<file path="config.mk">
export PLATFORM = sky130hd
export DESIGN_NAME = uart_frame_xmit_flat
export DESIGN_NICKNAME = d
export VERILOG_FILES = /design/src/rtl/uart_pkg.sv /design/src/rtl/uart_frame_xmit_if.sv /design/src/rtl/xmit_fifo.sv /design/src/rtl/uart_frame_xmit.sv /design/src/flat_wrapper.sv
export SDC_FILE = /design/constraint.sdc
export NUM_CORES = 1
export LEC_CHECK = 0
export ABC_AREA = 1
export CAP_MARGIN = 20
export CORE_MARGIN = 4
export CORE_UTILIZATION = 53
export DETAILED_ROUTE_END_ITERATION = 8
export DONT_BUFFER_PORTS = 1
export PLACE_DENSITY = 0.78
export SLEW_MARGIN = 15
export SYNTH_ARGS = -nofsm -noshare
export SYNTH_HDL_FRONTEND = slang
export SYNTH_HIERARCHICAL = 1
export SYNTH_SLANG_ARGS = --single-unit
export TNS_END_PERCENT = 1
</file>
<file path="constraint.sdc">
create_clock -name clock -period 6.4 [get_ports clock]
set_input_delay 1.28 -clock clock [delete_from_list [all_inputs] [get_ports clock]]
set_output_delay 1.28 -clock clock [all_outputs]
set_load 0.02 [all_outputs]
</file>
<file path="src/rtl/uart_pkg.sv">
// Shared constants for the framed UART transmitter: parity modes, FSM state
// encoding and the per-attempt bit-time count.
package uart_pkg;

  localparam int PARITY_NONE = 0;
  localparam int PARITY_ODD  = 1;
  localparam int PARITY_EVEN = 2;

  localparam logic [2:0] ST_IDLE   = 3'd0;
  localparam logic [2:0] ST_START  = 3'd1;
  localparam logic [2:0] ST_DATA   = 3'd2;
  localparam logic [2:0] ST_PARITY = 3'd3;
  localparam logic [2:0] ST_STOP   = 3'd4;
  localparam logic [2:0] ST_ACK    = 3'd5;

  typedef logic [2:0] state_t;

  // Bit times per transmission attempt, including the trailing ACK window.
  function automatic int frame_bits(input int data_w, input int par_mode, input int stop_bits);
    return 1 + data_w + ((par_mode != PARITY_NONE) ? 1 : 0) + stop_bits + 1;
  endfunction

endpackage

</file>
<file path="src/rtl/uart_frame_xmit_if.sv">
// Packet-source / line-side signal bundle of the framed UART transmitter.
interface uart_frame_xmit_if #(
  parameter int DATA_W     = 128,
  parameter int FIFO_DEPTH = 4
);
  localparam int CNT_W = $clog2(FIFO_DEPTH) + 1;

  logic [DATA_W-1:0] inval;
  logic              tx_wr;
  logic              rx_done;
  logic              tx_full;
  logic [CNT_W-1:0]  fifo_count;
  logic              busy;
  logic              UART_TX;
  logic              tx_ok;
  logic              tx_err;
  logic              overflow;

  modport master (
    output inval, tx_wr, rx_done,
    input  tx_full, fifo_count, busy, UART_TX, tx_ok, tx_err, overflow
  );

  modport slave (
    input  inval, tx_wr, rx_done,
    output tx_full, fifo_count, busy, UART_TX, tx_ok, tx_err, overflow
  );
endinterface

</file>
<file path="src/rtl/xmit_fifo.sv">
// Word queue for the transmitter; the head word stays readable until popped
// so a frame can be resent from it.
module xmit_fifo #(
  parameter int  DATA_W     = 128,
  parameter int  FIFO_DEPTH = 4,
  localparam int CNT_W      = $clog2(FIFO_DEPTH) + 1
) (
  input  logic              clk,
  input  logic              rst_n,
  input  logic              wr_i,
  input  logic [DATA_W-1:0] wdata_i,
  input  logic              rd_i,
  output logic [DATA_W-1:0] head_o,
  output logic              full_o,
  output logic              empty_o,
  output logic [CNT_W-1:0]  count_o
);
  localparam int PTR_W = $clog2(FIFO_DEPTH);

  logic [DATA_W-1:0] mem_q [FIFO_DEPTH];
  logic [PTR_W-1:0]  wr_ptr_q, rd_ptr_q;
  logic [CNT_W-1:0]  count_q;
  logic              wr_en, rd_en;

  assign full_o  = (count_q == CNT_W'(FIFO_DEPTH));
  assign empty_o = (count_q == '0);
  assign count_o = count_q;
  assign head_o  = mem_q[rd_ptr_q];

  // Full is judged before any same-cycle pop, so a write at full is lost.
  assign wr_en = wr_i && !full_o;
  assign rd_en = rd_i && !empty_o;

  always_ff @(posedge clk) begin
    if (wr_en) begin
      mem_q[wr_ptr_q] <= wdata_i;
    end
  end

  always_ff @(posedge clk or negedge rst_n) begin
    if (!rst_n) begin
      wr_ptr_q <= '0;
      rd_ptr_q <= '0;
      count_q  <= '0;
    end else begin
      if (wr_en) wr_ptr_q <= wr_ptr_q + 1'b1;
      if (rd_en) rd_ptr_q <= rd_ptr_q + 1'b1;
      case ({wr_en, rd_en})
        2'b10:   count_q <= count_q + 1'b1;
        2'b01:   count_q <= count_q - 1'b1;
        default: count_q <= count_q;
      endcase
    end
  end

endmodule

</file>
<file path="src/rtl/uart_frame_xmit.sv">
// Framed UART transmitter: queues words, sends each as start/data/parity/stop,
// then waits one bit time for a receiver ack and resends on a miss.
module uart_frame_xmit
  import uart_pkg::*;
#(
  parameter int DATA_W      = 128,
  parameter int OVERSAMPLE  = 16,
  parameter int FIFO_DEPTH  = 4,
  parameter int PARITY_MODE = PARITY_ODD,
  parameter int STOP_BITS   = 1,
  parameter int MAX_RETRY   = 3
) (
  input logic              clock,
  input logic              reset,
  uart_frame_xmit_if.slave bus
);
  localparam int CYC_W   = $clog2(OVERSAMPLE);
  localparam int BIT_W   = $clog2(DATA_W + 1);
  localparam int RETRY_W = (MAX_RETRY > 0) ? $clog2(MAX_RETRY + 1) : 1;
  localparam int CNT_W   = $clog2(FIFO_DEPTH) + 1;

  state_t             state_q, state_d;
  logic [CYC_W-1:0]   cyc_q, cyc_d;
  logic [BIT_W-1:0]   bit_q, bit_d;
  logic [DATA_W-1:0]  shift_q, shift_d;
  logic               par_q, par_d;
  logic               ack_q, ack_d;
  logic [RETRY_W-1:0] retry_q, retry_d;
  logic               tx_q, line_d;
  logic               ok_q, ok_d, err_q, err_d, ovf_q;

  logic [DATA_W-1:0]  head;
  logic               fifo_full, fifo_empty, pop, bit_end;
  logic [CNT_W-1:0]   fifo_count;

  xmit_fifo #(
    .DATA_W     (DATA_W),
    .FIFO_DEPTH (FIFO_DEPTH)
  ) u_fifo (
    .clk     (clock),
    .rst_n   (reset),
    .wr_i    (bus.tx_wr),
    .wdata_i (bus.inval),
    .rd_i    (pop),
    .head_o  (head),
    .full_o  (fifo_full),
    .empty_o (fifo_empty),
    .count_o (fifo_count)
  );

  function automatic logic word_parity(input logic [DATA_W-1:0] w);
    return (PARITY_MODE == PARITY_ODD) ? ~(^w) : (^w);
  endfunction

  assign bit_end = (cyc_q == CYC_W'(OVERSAMPLE - 1));

  always_comb begin
    state_d = state_q;
    cyc_d   = bit_end ? '0 : cyc_q + 1'b1;
    bit_d   = bit_q;
    shift_d = shift_q;
    par_d   = par_q;
    ack_d   = ack_q;
    retry_d = retry_q;
    line_d  = 1'b1;
    pop     = 1'b0;
    ok_d    = 1'b0;
    err_d   = 1'b0;
    case (state_q)
      ST_IDLE: begin
        cyc_d = '0;
        if (!fifo_empty) begin
          shift_d = head;
          par_d   = word_parity(head);
          bit_d   = '0;
          state_d = ST_START;
        end
      end
      ST_START: begin
        line_d = 1'b0;
        if (bit_end) begin
          bit_d   = '0;
          state_d = ST_DATA;
        end
      end
      ST_DATA: begin
        line_d = shift_q[0];
        if (bit_end) begin
          shift_d = shift_q >> 1;
          if (bit_q == BIT_W'(DATA_W - 1)) begin
            bit_d   = '0;
            state_d = (PARITY_MODE != PARITY_NONE) ? ST_PARITY : ST_STOP;
          end else begin
            bit_d = bit_q + 1'b1;
          end
        end
      end
      ST_PARITY: begin
        line_d = par_q;
        if (bit_end) begin
          bit_d   = '0;
          state_d = ST_STOP;
        end
      end
      ST_STOP: begin
        if (bit_end) begin
          if (bit_q == BIT_W'(STOP_BITS - 1)) begin
            bit_d   = '0;
            ack_d   = 1'b0;
            state_d = ST_ACK;
          end else begin
            bit_d = bit_q + 1'b1;
          end
        end
      end
      ST_ACK: begin
        ack_d = ack_q | bus.rx_done;
        if (bit_end) begin
          ack_d = 1'b0;
          if (ack_q | bus.rx_done) begin
            pop     = 1'b1;
            ok_d    = 1'b1;
            retry_d = '0;
            state_d = ST_IDLE;
          end else if (retry_q < RETRY_W'(MAX_RETRY)) begin
            // Resend straight from the head word, skipping IDLE.
            retry_d = retry_q + 1'b1;
            shift_d = head;
            par_d   = word_parity(head);
            bit_d   = '0;
            state_d = ST_START;
          end else begin
            pop     = 1'b1;
            err_d   = 1'b1;
            retry_d = '0;
            state_d = ST_IDLE;
          end
        end
      end
      default: state_d = ST_IDLE;
    endcase
  end

  // The line is registered, so it trails the FSM state by one clock.
  always_ff @(posedge clock or negedge reset) begin
    if (!reset) begin
      state_q <= ST_IDLE;
      cyc_q   <= '0;
      bit_q   <= '0;
      shift_q <= '0;
      par_q   <= 1'b0;
      ack_q   <= 1'b0;
      retry_q <= '0;
      tx_q    <= 1'b1;
      ok_q    <= 1'b0;
      err_q   <= 1'b0;
      ovf_q   <= 1'b0;
    end else begin
      state_q <= state_d;
      cyc_q   <= cyc_d;
      bit_q   <= bit_d;
      shift_q <= shift_d;
      par_q   <= par_d;
      ack_q   <= ack_d;
      retry_q <= retry_d;
      tx_q    <= line_d;
      ok_q    <= ok_d;
      err_q   <= err_d;
      ovf_q   <= bus.tx_wr & fifo_full;
    end
  end

  assign bus.tx_full    = fifo_full;
  assign bus.fifo_count = fifo_count;
  assign bus.busy       = (state_q != ST_IDLE);
  assign bus.UART_TX    = tx_q;
  assign bus.tx_ok      = ok_q;
  assign bus.tx_err     = err_q;
  assign bus.overflow   = ovf_q;

endmodule

</file>
<file path="src/flat_wrapper.sv">
// flat-port wrapper written by rule: the top's interface ports become plain ports
module uart_frame_xmit_flat import uart_pkg::*;
#(
  parameter int DATA_W      = 128,
  parameter int OVERSAMPLE  = 16,
  parameter int FIFO_DEPTH  = 4,
  parameter int PARITY_MODE = PARITY_ODD,
  parameter int STOP_BITS   = 1,
  parameter int MAX_RETRY   = 3
)
  (clock, reset, bus_inval, bus_tx_wr, bus_rx_done, bus_tx_full, bus_fifo_count, bus_busy, bus_UART_TX, bus_tx_ok, bus_tx_err, bus_overflow);
  uart_frame_xmit_if #(.DATA_W(DATA_W), .FIFO_DEPTH(FIFO_DEPTH)) bus_i ();
  input logic clock;
  input logic reset;
  input wire logic [$bits(bus_i.inval)-1:0] bus_inval;
  input wire logic [$bits(bus_i.tx_wr)-1:0] bus_tx_wr;
  input wire logic [$bits(bus_i.rx_done)-1:0] bus_rx_done;
  output wire logic [$bits(bus_i.tx_full)-1:0] bus_tx_full;
  output wire logic [$bits(bus_i.fifo_count)-1:0] bus_fifo_count;
  output wire logic [$bits(bus_i.busy)-1:0] bus_busy;
  output wire logic [$bits(bus_i.UART_TX)-1:0] bus_UART_TX;
  output wire logic [$bits(bus_i.tx_ok)-1:0] bus_tx_ok;
  output wire logic [$bits(bus_i.tx_err)-1:0] bus_tx_err;
  output wire logic [$bits(bus_i.overflow)-1:0] bus_overflow;
  assign bus_i.inval = bus_inval;
  assign bus_i.tx_wr = bus_tx_wr;
  assign bus_i.rx_done = bus_rx_done;
  assign bus_tx_full = bus_i.tx_full;
  assign bus_fifo_count = bus_i.fifo_count;
  assign bus_busy = bus_i.busy;
  assign bus_UART_TX = bus_i.UART_TX;
  assign bus_tx_ok = bus_i.tx_ok;
  assign bus_tx_err = bus_i.tx_err;
  assign bus_overflow = bus_i.overflow;
  uart_frame_xmit #(.DATA_W(DATA_W), .OVERSAMPLE(OVERSAMPLE), .FIFO_DEPTH(FIFO_DEPTH), .PARITY_MODE(PARITY_MODE), .STOP_BITS(STOP_BITS), .MAX_RETRY(MAX_RETRY)) u_core (.clock(clock), .reset(reset), .bus(bus_i));
endmodule
</file>
# Word-level counts from Yosys, hierarchy flattened
# Memories as Yosys holds them, arrays and structs flattened.
# Index checks and enable logic that the tools add are counted.
# totals
regBits	158
mem_bits_rw	512
inputBits	132
word_cells	122
memories	1
# mem_list
name	words	word_bits	rd	rd_clocked_by_memory_dff	wr	line	source
u_core.u_fifo.mem_q	4	128	1	0	1	xmit_fifo.sv:20	logic [DATA_W-1:0] mem_q [FIFO_DEPTH];
# classes
addsub	7
magnitude_cmp	1
n_eq_ne	21
muxes	54
bitwise_logic	3
n_reduce_logical	21
# ops
op	count
128-bit 2-to-1 mux	5
128-bit case mux with 3 select lines	1
128-bit parity	1
8-bit 2-to-1 mux	9
8-bit case mux with 5 select lines	1
3-bit 2-to-1 mux	9
1-bit 2-to-1 mux	20
2-bit by 1-bit inequality test with 1-bit output, second input constant	9
3-bit case mux with 6 select lines	1
8-bit AND reduction	2
3-bit equality test, second input constant	3
8-bit by 1-bit adder with 8-bit output, second input constant	1
8-bit by 7-bit equality test with 1-bit output, second input constant	1
8-bit logical NOT	1
4-bit 2-to-1 mux	2
2-bit by 1-bit adder with 2-bit output, second input constant	3
3-bit by 2-bit equality test with 1-bit output, second input constant	2
3-bit logical NOT	2
3-bit case mux with 2 select lines	1
6-bit AND reduction	1
2-bit nonzero test	3
3-bit nonzero test	2
5-bit AND reduction	1
5-bit nonzero test	1
other kinds (20)	25

# Logic depth before layout (Yosys ltp)
# depth
depth_word	8
mapped_depth	25
mapped_depth_nobuf	23

# Modules after synthesis
# Netlist, hierarchy kept.
# modules_own_cells
mod	n_inst	cells_each	area_each_um2	seq_area_each_um2
xmit_fifo	1	1554	20857.5	15549.9
uart_frame_xmit	1	1440	10045.9	3779.9

# Worst setup path after synthesis
# Ideal clock, no wire load.
# synth_timing
kind	input to register
from	input port bus_tx_wr
to	memory u_core.u_fifo.mem_q[0][0], enable pin
setup_ns	0.617
arrival_time_ns	6.748
path_slack_ns	-0.965
path_stages	2
path_cell_list	nand2_1 nor2_1
# synth_between
elab_chain_cells	3
# synth_lines
element	line	source
start: declaration	flat_wrapper.sv:16	input wire logic [$bits(bus_i.tx_wr)-1:0] bus_tx_wr;
1-bit logical AND	xmit_fifo.sv:31	assign wr_en = wr_i && !full_o;
1-bit 2-to-1 mux	xmit_fifo.sv:35	if (wr_en) begin
1-bit 2-to-1 mux (not written as such)	xmit_fifo.sv:36	mem_q[wr_ptr_q] <= wdata_i;
end: declaration	xmit_fifo.sv:20	
# No other way between the ends.

# Worst setup path in the final report
# layout_timing
from	register u_core.u_fifo.rd_ptr_q[0]
to	register u_core.par_q
# layout_between
elab_chain_cells	7
# layout_lines
element	line	source
start: declaration	xmit_fifo.sv:21	logic [PTR_W-1:0] wr_ptr_q, rd_ptr_q;
start signal: assignment	xmit_fifo.sv:47	if (rd_en) rd_ptr_q <= rd_ptr_q + 1'b1;
memory 4 x 128 bit *	n/a	
net u_core.head[124]	uart_frame_xmit.sv:32	logic [DATA_W-1:0] head;
128-bit parity *	uart_frame_xmit.sv:52	return (PARITY_MODE == PARITY_ODD) ? ~(^w) : (^w);
1-bit NOT *	uart_frame_xmit.sv:52	
1-bit 2-to-1 mux	uart_frame_xmit.sv:125	end else if (retry_q < RETRY_W'(MAX_RETRY)) begin
1-bit 2-to-1 mux	uart_frame_xmit.sv:120	if (ack_q | bus.rx_done) begin
1-bit 2-to-1 mux	uart_frame_xmit.sv:118	if (bit_end) begin
1-bit case mux with 2 select lines *	uart_frame_xmit.sv:69	case (state_q)
end signal: assignment	uart_frame_xmit.sv:163	par_q <= par_d;
end: declaration	uart_frame_xmit.sv:26	logic par_q, par_d;
# Mark *: on every way through the listed nets, which the timed path passes. The rest lies on a longest branch. The select of a mux whose other input is x is not followed.
# A chain may end at the register's enable or synchronous reset.

==> impl_metrics.csv <==
group,metric,value,unit
power_and_ir_drop,power.total,11.74,mW
cts,cts.htree.levels,3,
synth,synth_cell_type_count,36,
setup_path,worstPathRequired,6.88,ns
cts,clk_pin_slew,0.06,ns
detailed_routing,drt-total-wl,63.31,mm
timing,hold-worst-slack,0.3801,ns
power_and_ir_drop,sequentialPowerShare,47.5,%
timing,setup_repair_after_global_routing_missed_its_margin,"false",
detailed_routing,final_antenna_net_count,0,
cts,number_of_buffers_between_clock_root_and_the_deepest_sink,3,
floorplan,core.rowCount,88,
synth,synthTopCellsByCount,"nand2_1 (954), edfxtp_1 (512), inv_1 (489)",
floorplan,start_util,53.56,%
timing,final-max-slew-violation-count,0,
cts,cts_setup_buffers,0,
timing,finalSetupViolCount,0,
layout,fillCellCount,4482,
power_and_ir_drop,p_sw,3.363,mW
detailed_routing,detailedRoute.firstPassIterationCount,5,
power_and_ir_drop,power_leakage,14.40,nW
setup_path,worst_r2r_path_depth,19,
synth,synth.net_count,3136,
cts,number_of_buffers_inserted_during_clock_tree_synthesis,71,
timing,min_period_over_period,57.04,%
detailed_routing,first_iter_violations,1438,
grt,wire_length_of_the_first_global_routing_pass,102.6,mm
status,outcome,"completed",
synth,mappedNetlistArea,0.03090,mm^2
placed_design,hpwl,36.98,mm
layout,design.final.nets,3078,
detailed_routing,via_count_normalized_by_instance_count,5.409,
timing,period_needed,3.651,ns
detailed_routing,wl_per_cell,16.84,um
synth,yosysWarningCount,6,
cts,cts_tree,"yes",
floorplan,die_area,0.06224,mm^2
layout,multi_input_comb_area,0.008650,mm^2
synth,synth.avg_cell_area,10.32,um^2
run,drv_cap,0,
grt,initial_antenna_violation_count,0,
setup_path,cp-start-kind,"register",
synth,yosys.area.top_type,"edfxtp_1",
timing,final_clock_skew,0.02380,ns
synth,asyncSetResetFlopFracSynth,23.58,%
cts,cts_num_sinks,670,
layout,diodes,0,
power_and_ir_drop,p_int,8.376,mW
setup_path,critical_path_class,"reg -> reg",
synth,synthFlopType,"edfxtp_1",
detailed_routing,routed-via-count,20340,
timing,worst_pin_slew,0.9978,ns
floorplan,die_width,249.5,um
power_and_ir_drop,power_frac_comb,18.0,%
floorplan,floorplan.core_area,0.05770,mm^2
setup_path,setup.worst_path.end_class,"register",
floorplan,die_ht,249.5,um
power_and_ir_drop,max-vdd-ir-drop,322.8,uV
layout,growth_of_design_area_from_synthesis_to_finish,8.106,%
cts,cts.root.buffer_cell,"clkbuf_16",
grt,track_usage,20.20,%
cts,ctsResizeCount,0,
synth,synth_enable_flop_cells,512,
power_and_ir_drop,part_of_the_total_power_dissipated_in_the_clock_network,34.5,%
layout,drive_gt1_share,5.376,%
setup_path,critical_path.max_fanout,143,
power_and_ir_drop,power_density,351.4,mW/mm^2
power_and_ir_drop,power.share.switching,28.65,%
cts,post_cts_hold_buffer_count,0,
timing,slew_headroom,33.48,%
detailed_routing,drt_drc_violations_left,0,
synth,post-synth-top-count-cell,"nand2_1",
grt,via_count_of_the_first_global_routing_pass,20150,
layout,layout.area.seq,0.01933,mm^2
hold_path,worst_hold_path_type,"in -> async",
timing,achievable-frequency,0.2739,GHz
synth,sequential_element_share_of_the_synthesized_area,62.55,%
synth,number_of_standard_cells_after_synthesis,2994,
grt,grt-ovfl-total,0,
setup_path,worst_ep_arrival_time,4.13,ns
placed_design,placement.io_buffers,0,
synth,synth_seq_cells,670,
cts,clkLatencyLatePin,0.61,ns
placed_design,gp_congestion,0.8314,
grt,grt_start_max_net_pins,184,
floorplan,ports_placed_on_the_boundary,141,
synth,post_synth_main_area_contributors,"edfxtp_1 (50%), dfrtp_1 (13%), nand2_1 (12%)",
timing,report.final.hold_viol_count,0,
synth,synthDominantCellAreaShare,49.75,%
worst paths after layout:
kind / from / end / slack, ns
max in group asynchronous: reset / u_core/bus.UART_TX / 5.82
setup reg to reg: u_core/u_fifo/rd_ptr_q[0] / u_core/par_q / 2.75
min in group clock: u_core/cyc_q[0] / u_core/cyc_q[0] / 0.47
hold / removal: reset / u_core/shift_q[41] / 0.38
setup / recovery: u_core/u_fifo/rd_ptr_q[0] / u_core/par_q / 2.75
hold reg to reg: u_core/cyc_q[0] / u_core/cyc_q[0] / 0.47
placed cells by master (no fill, tap or decap), types with 9 or more instances in the layout:
cell type / instances
nand2_1: 954
edfxtp_1: 512
inv_1: 488
o211ai_1: 385
dfrtp_1: 156
o21ai_1: 78
clkbuf_16: 72
o21ai_0: 64
xnor2_1: 56
xor2_1: 36
nor2_1: 31
nand3_1: 23
clkinv_2: 15
clkbuf_1: 15
a21oi_1: 9
nor2_4: 9
ha_1: 9
buf_12: 9
power groups by stage:
stage | combinational [mW] | clock (mW) | sequential, mW
after floorplan | 1.51 | 0 | 5.76
after global placement | 2.01 | 0 | 5.64
after detailed placement | 2.10 | 0 | 5.67
after CTS | 2.12 | 4.13 | 5.58
after global routing | 2.39 | 4.33 | 5.63
final | 2.11 | 4.05 | 5.58
flip-flops by register name, indices dropped and copies added, names as in the netlist:
signal                  cells
u_core/par_q                1
u_core/u_fifo/mem_q       512
u_core/state_q              3
u_core/u_fifo/count_o       3
u_core/bus.UART_TX          1
u_core/bus.tx_ok            1
u_core/shift_q            128
u_core/bus.tx_err           1
u_core/ack_q                1
u_core/bus.overflow         1
u_core/u_fifo/rd_ptr_q      2
u_core/bit_q                8
u_core/u_fifo/wr_ptr_q      2
u_core/retry_q              2
u_core/cyc_q                4
worst max-delay path, cell delays in order (launching register included):
cell and delay (ns):
dfrtp_1 0.44, inv_8 0.52, buf_4 0.62, nand2_1 0.14, o211ai_1 0.15, nand2_1 0.29
xnor2_1 0.29, nand2_1 0.08, nand2_1 0.07, nand2_1 0.04, nand2_1 0.06, nand2_1 0.05
nand2_1 0.16, nand2_1 0.07, nand2_1 0.09, nand2_1 0.06, nand2_1 0.07, nand2_1 0.05
nand3_1 0.07, nand2_1 0.05
area by class of cell:
| cell class | count | share of cell area, % |
|---|---|---|
| sequential | 670 | 57.87 |
| tap | 765 | 2.865 |
| clock buffer | 92 | 5.768 |
| clock inverter | 40 | 1.225 |
| multi-input combinational | 1676 | 25.89 |
| timing repair buffer | 17 | 0.7191 |
| inverter | 500 | 5.663 |
per-layer routing:
| layer | global-route usage (%) | share of wire, % |
|---|---|---|
| met4 | 7.172 | 2.6 |
| met1 | 24.91 | 41 |
| met5 | 0 | 0 |
| met2 | 35.47 | 51 |
| met3 | 4.231 | 5.9 |
cell families (layout without fill, tap and decap cells):
kind of cell / after synthesis / count (layout) / synth area share [%]
AND/OR/NAND/NOR: 1033 / 1033 / 12.88
flip-flops: 670 / 670 / 62.55
AO/OA/AOI/OAI: 541 / 541 / 11.96
buffers and inverters: 648 / 649 / 9.575
adder cells (fa/ha/maj): 10 / 10 / 0.4292
XOR/XNOR: 92 / 92 / 2.607
stage by stage:
step	utilization (%)	setup slack (ns)	instance area [um^2]	cells	TNS (ns)
detailed placement	53.86	2.866	31070	3628	0
CTS	57.90	2.837	33410	3760	0
global route	57.90	2.414	33410	3760	0
floorplan	-	-0.9653	30900	2994	-494.25
finish	57.90	2.749	33410	3760	0
global placement	53.86	2.952	31070	3628	0
Note: power is estimated with default switching activity, not from simulation.
